**config.mk**
```make
export PLATFORM = sky130hd
export DESIGN_NAME = cp0_irq_ctrl
export DESIGN_NICKNAME = d
export VERILOG_FILES = /design/src/rtl/cp0_irq_ctrl.sv
export SDC_FILE = /design/constraint.sdc
export NUM_CORES = 1
export LEC_CHECK = 0
export CORE_MARGIN = 3
export CORE_UTILIZATION = 54
export DETAILED_ROUTE_END_ITERATION = 12
export PLACE_DENSITY = 0.95
export SLEW_MARGIN = 20
export SYNTH_ARGS = -nofsm -noshare
export SYNTH_HDL_FRONTEND = slang
export SYNTH_SLANG_ARGS = --single-unit
```
**constraint.sdc**
```tcl
create_clock -name clk -period 5.7 [get_ports clk]
set_input_delay 1.14 -clock clk [delete_from_list [all_inputs] [get_ports clk]]
set_output_delay 1.14 -clock clk [all_outputs]
set_load 0.01 [all_outputs]
```
**src/rtl/cp0_irq_ctrl.sv**
```systemverilog
// rtl/cp0_irq_ctrl.sv - CP0 interrupt controller with prioritised maskable lines
// Define CP0_VECTOR_EN for vectored dispatch (EHBR + id << VEC_SHIFT).
module cp0_irq_ctrl #(
  parameter int          IRQ_NUM   = 8,
  parameter logic [31:0] EHBR_RST  = 32'h0000_0000,
  parameter int          VEC_SHIFT = 5
) (
  input  logic               clk,
  input  logic               rst_n,
  input  logic [1:0]         oper,
  input  logic [4:0]         addr_r,
  output logic [31:0]        data_r,
  input  logic [4:0]         addr_w,
  input  logic [31:0]        data_w,
  input  logic               ir_en,
  input  logic [IRQ_NUM-1:0] irq_in,
  input  logic [31:0]        ret_addr,
  output logic               ir,
  output logic [3:0]         irq_id,
  output logic               jump_en,
  output logic [31:0]        jump_addr
);

`ifdef CP0_VECTOR_EN
  localparam bit VEC_EN = 1'b1;
`else
  localparam bit VEC_EN = 1'b0;
`endif

  localparam logic [1:0] OP_STORE   = 2'b01;
  localparam logic [1:0] OP_ERET    = 2'b10;
  localparam logic [4:0] REG_STATUS = 5'd12;
  localparam logic [4:0] REG_CAUSE  = 5'd13;
  localparam logic [4:0] REG_EPC    = 5'd14;
  localparam logic [4:0] REG_EHBR   = 5'd15;

  logic               ie, exl;
  logic [IRQ_NUM-1:0] im, pending, prev;
  logic [3:0]         code;
  logic [31:0]        epc, ehbr;

  logic               is_store, is_eret, take;
  logic [IRQ_NUM-1:0] rise, eligible, w1c, take_clr;
  logic [3:0]         take_id;
  logic [31:0]        vec_off, target;
  logic [31:0]        status_val, cause_val, rd_val;

  assign is_store = (oper == OP_STORE);
  assign is_eret  = (oper == OP_ERET);
  assign rise     = irq_in & ~prev;
  assign eligible = pending & im;
  assign take     = ~is_store & ~is_eret & ir_en & ie & ~exl & (|eligible);

  // Scan downward so the lowest eligible index ends up winning.
  always_comb begin
    take_id = '0;
    for (int i = IRQ_NUM - 1; i >= 0; i--) begin
      if (eligible[i]) take_id = 4'(i);
    end
  end

  always_comb begin
    take_clr = '0;
    for (int i = 0; i < IRQ_NUM; i++) begin
      take_clr[i] = take && (take_id == 4'(i));
    end
  end

  assign vec_off = {28'd0, take_id} << VEC_SHIFT;
  assign target  = VEC_EN ? (ehbr + vec_off) : ehbr;
  assign w1c     = (is_store && addr_w == REG_CAUSE) ? data_w[16 +: IRQ_NUM] : '0;

  always_comb begin
    status_val = '0;
    status_val[0] = ie;
    status_val[1] = exl;
    status_val[16 +: IRQ_NUM] = im;
    cause_val = '0;
    cause_val[3:0] = code;
    cause_val[16 +: IRQ_NUM] = pending;
  end

  always_comb begin
    rd_val = '0;
    case (addr_r)
      REG_STATUS: rd_val = status_val;
      REG_CAUSE:  rd_val = cause_val;
      REG_EPC:    rd_val = epc;
      REG_EHBR:   rd_val = ehbr;
      default:    rd_val = '0;
    endcase
  end

  always_ff @(posedge clk or negedge rst_n) begin
    if (!rst_n) begin
      ie        <= 1'b0;
      exl       <= 1'b0;
      im        <= '0;
      pending   <= '0;
      prev      <= '0;
      code      <= '0;
      epc       <= '0;
      ehbr      <= EHBR_RST;
      data_r    <= '0;
      ir        <= 1'b0;
      irq_id    <= '0;
      jump_en   <= 1'b0;
      jump_addr <= '0;
    end else begin
      data_r  <= rd_val;
      prev    <= irq_in;
      // A fresh edge beats a same-cycle W1C or take clear of that bit.
      pending <= (pending & ~(w1c | take_clr)) | rise;
      ir      <= take;
      irq_id  <= take ? take_id : 4'd0;
      jump_en <= is_eret | take;
      jump_addr <= is_eret ? epc : (take ? target : 32'd0);

      if (is_eret) begin
        exl <= 1'b0;
      end else if (is_store) begin
        case (addr_w)
          REG_STATUS: begin
            ie  <= data_w[0];
            exl <= data_w[1];
            im  <= data_w[16 +: IRQ_NUM];
          end
          REG_EPC:  epc  <= data_w;
          REG_EHBR: ehbr <= {data_w[31:2], 2'b00};
          default: ;
        endcase
      end else if (take) begin
        epc  <= ret_addr;
        exl  <= 1'b1;
        code <= take_id;
      end
    end
  end

endmodule

```
==> impl_metrics.csv <==
group,metric,value,unit
cts,cts-root-buf,"clkbuf_16",
sta,slew_viol_final,0,
outcome,status,"completed",
sta,finalSetupTns,0,ns
synthesis,synth_warnings,0,
hold_path,hold_path_depth,2,
drt,vias,5102,
cts,worstSkewPairLatency,0.43,ns
hold_path,min-delay-start,"epc[24]$_DFFE_PN0P_",
power_and_ir_drop,power,0.00302,W
sta,max_slew_margin,24.6,%
synthesis,synth.avg_cell_area,12.6,sq um
synthesis,yosys.area_share.simple,9.40,%
floorplanning,die_w,120,um
global_route,grt_overflow_total,0,
synthesis,synth_compound_area_share,6.57,%
synthesis,syn_nets,649,
sta,worst_slack,1.84,ns
drt,avgViaCountPerCell,5.72,
cts,cts_tree,"yes",
global_route,grt_pass1_vias,5427,
sta,tightest_slew,1.13,ns
global_route,track_usage,27.4,%
synthesis,synth_xor_area_share,0,%
worst_setup_path,path_cells,"clkdlybuf4s50_1 -> inv_1 -> ha_2 -> nand3_1 -> o32ai_4 -> buf_12 -> mux2_2",
worst_setup_path,regToRegSetupSlack,3.07,ns
cts,cts.sinks,160,
place,preCtsSetupSlack,1.43,ns
global_route,antenna_found_initial,0,
sta,period_needed,3.86,ns
floorplanning,core,12700,sq um
cts,htree_levels,4,
worst_setup_path,endpoint_kind,"register",
synthesis,synthCells,560,
sta,final-hold-violation-count,0,
worst_setup_path,critPathRequiredTime,6.02,ns
place,gp_congestion,0.906,
drt,ant_nets,0,
drt,wire_per_inst,21.1,um
final_layout,fin_util,73.6,%
final_layout,drive_above_1_share,21.8,%
power_and_ir_drop,p_leak,4.08,nW
hold_path,hold_path_class,"reg -> reg",
global_route,grt_max_degree,97,
sta,finClkSkew,0.00504,ns
cts,cts_hold_buffers,0,
sta,setup_viol,0,
sta,fin_crit_sh,67.7,%
floorplanning,die_h,120,um
cts,cts_resized,0,
worst_setup_path,path_class,"in -> reg",
worst_setup_path,critPathMaxStageDelay,0.81,ns
drt,drt-initial-drc-count,408,
worst_setup_path,cp_slowest_cell,"ha_2",
global_route,grt_pass1_wl,30200,um
place,dpl.hpwl,12400,um
floorplanning,start_util,55.5,%
worst_setup_path,reg2reg_to,"epc[27]$_DFFE_PN0P_",
cts,post_cts_buffers,0,
place,io_buffers,155,
run,maxCapViolCount,0,
cts,clockBufferDepth,2,
synthesis,synth.mux.area_fraction,24.1,%
floorplanning,dieArea,14400,sq um
drt,drc,0,
synthesis,synth_area,7030,sq um
synthesis,synth_top_family_by_area,"multiplexers",
cts,clk_pin_slew,0.06,ns
floorplanning,io_pins,157,
synthesis,seq_area_frac_synth,57.0,%
drt,wl,18800,um
power_and_ir_drop,powerDensity,323,nW/um^2
power_and_ir_drop,ir_worst_vdd,0.214,mV
sta,rsz0062_at_grt,"no",
floorplanning,row_count,41,
synthesis,ys_ff_latch,160,
synthesis,synthAdderAreaFrac,0.356,%
sta,fmax,259,MHz
drt,first_pass_iters,5,
worst_setup_path,crit_fanout,40,
final_layout,antenna_cells,0,
final_layout,syn2layout_area_growth,32.7,%
worst_setup_path,crit_path_start_kind,"primary input",
worst_setup_path,reg2regPathDepth,5,
cts,cts-buffers-inserted,17,
worst_setup_path,arrival,4.18,ns
synthesis,yosys.cell_types.count,39,
final_layout,nets,796,
hold_path,hold_path_end,"jump_addr[24]$_DFF_PN0_",
worst_setup_path,timing.rr.start,"pending[1]$_DFF_PN0_",
## layer usage
metal	routed length [um]	GRT usage [%]	vias to the layer above
li1	-	-	2237
met2	9600	46.3	253
met5	0	0	-
met3	1540	8.77	38
met4	395	9.16	0
met1	7310	33.4	2574
## synth_stat cells (all sizes together)
master	instances	area (sq um)
o41ai	1	27.5
a22o	5	43.8
buf	9	63.8
a32o	3	30.0
a21oi	15	75.1
a221oi	1	8.76
and2	4	25.0
and3b	2	17.5
dfrtp	160	4000
mux2i	23	230
a31oi	1	6.26
nor2b	14	87.6
nand2	73	274
nand3	11	55.1
or2	2	12.5
clkbuf	23	86.3
o21a	2	15.0
nor3	4	20.0
mux4	8	180
inv	8	30.0
o31ai	1	7.51
nand3b	1	7.51
o211ai	2	15.0
conb	1	3.75
mux2	104	1280
nand4b	1	8.76
ha	2	25.0
o21ai	37	185
nor2	33	124
nand4	2	12.5
and4b	1	10.0
nand2b	1	6.26
a22oi	3	22.5
o32ai	1	16.3
a211o	1	8.76
## logic make-up after synthesis
logic type               count (synthesis)
other                                    1
buffers and inverters                   40
multiplexers                           135
adder cells (fa/ha/maj)                  2
AO/OA/AOI/OAI                           73
AND/OR/NAND/NOR                        149
flip-flops                             160
## area by class of cell
type | count | area, sq um
multi-input combinational | 360 | 2860
sequential | 160 | 4000
inverter | 8 | 30.0
fill | 787 | 3350
tap | 172 | 215
timing repair buffer | 160 | 1600
clock inverter | 10 | 133
clock buffer | 22 | 484
## layout by cell type (no fill, tap or decap), types with 2 or more instances in the layout
cell and n:
clkdlybuf4s50_1 153, nor2b_1 14, bufinv_16 3, nor2_1 33, nand3_1 11, a22o_1 5
a22oi_1 3, a21oi_1 15, nand2_1 73, clkinv_2 4, o211ai_1 2, dfrtp_1 160
o21ai_0 37, o21a_1 2, buf_4 4, nor3_1 4, mux2_4 30, and2_1 4
clkbuf_8 4, clkinvlp_4 3, mux4_2 8, mux2_2 74, ha_2 2, mux2i_1 23
nand4_1 2, inv_1 7, or2_2 2, clkbuf_16 17, and3b_1 2, a32o_1 3
## worst max-delay path, delay by kind of cell
kind / cells / cell delay, ns
buffers and inverters: 3 / 0.83
adders and majority gates: 1 / 0.81
and+or+nand+nor: 1 / 0.25
muxes: 1 / 0.35
AOI/OAI and AO/OA: 1 / 0.76
## worst max path at each step
stage | startpoint | end | slack [ns]
final | oper[1] | epc[31]$_DFFE_PN0P_ | 1.84
after floorplan | oper[0] | epc[10]$_DFFE_PN0P_ | 2.75
after CTS | oper[1] | epc[31]$_DFFE_PN0P_ | 1.85
after global routing | oper[1] | epc[31]$_DFFE_PN0P_ | 1.70
after detailed placement | oper[1] | epc[31]$_DFFE_PN0P_ | 1.43
after global placement | oper[1] | epc[31]$_DFFE_PN0P_ | 1.51
## report_power, final
group | internal, W | switching, W
sequential | 0.00126 | 0.000105
combinational | 0.000275 | 0.000196
clock | 0.000732 | 0.000450
total | 0.00227 | 0.000750
## stage by stage
step | hold WS [ns] | area (sq um) | std cells
final | 0.515 | 9330 | 892
after global routing | 0.543 | 9330 | 892
after CTS | 0.519 | 9330 | 892
after detailed placement | 0.505 | 8710 | 860
after global placement | 0.487 | 8710 | 860
after floorplan | 0.466 | 7030 | 560
## state kept, by name, indices dropped and copies added, names as in the netlist, 3 cells and up
signal / cells
data_r: 32
epc: 32
jump_addr: 32
ehbr: 30
im: 8
pending: 8
prev: 8
code: 3
irq_id: 3
Note: power is estimated with default switching activity, not from simulation.
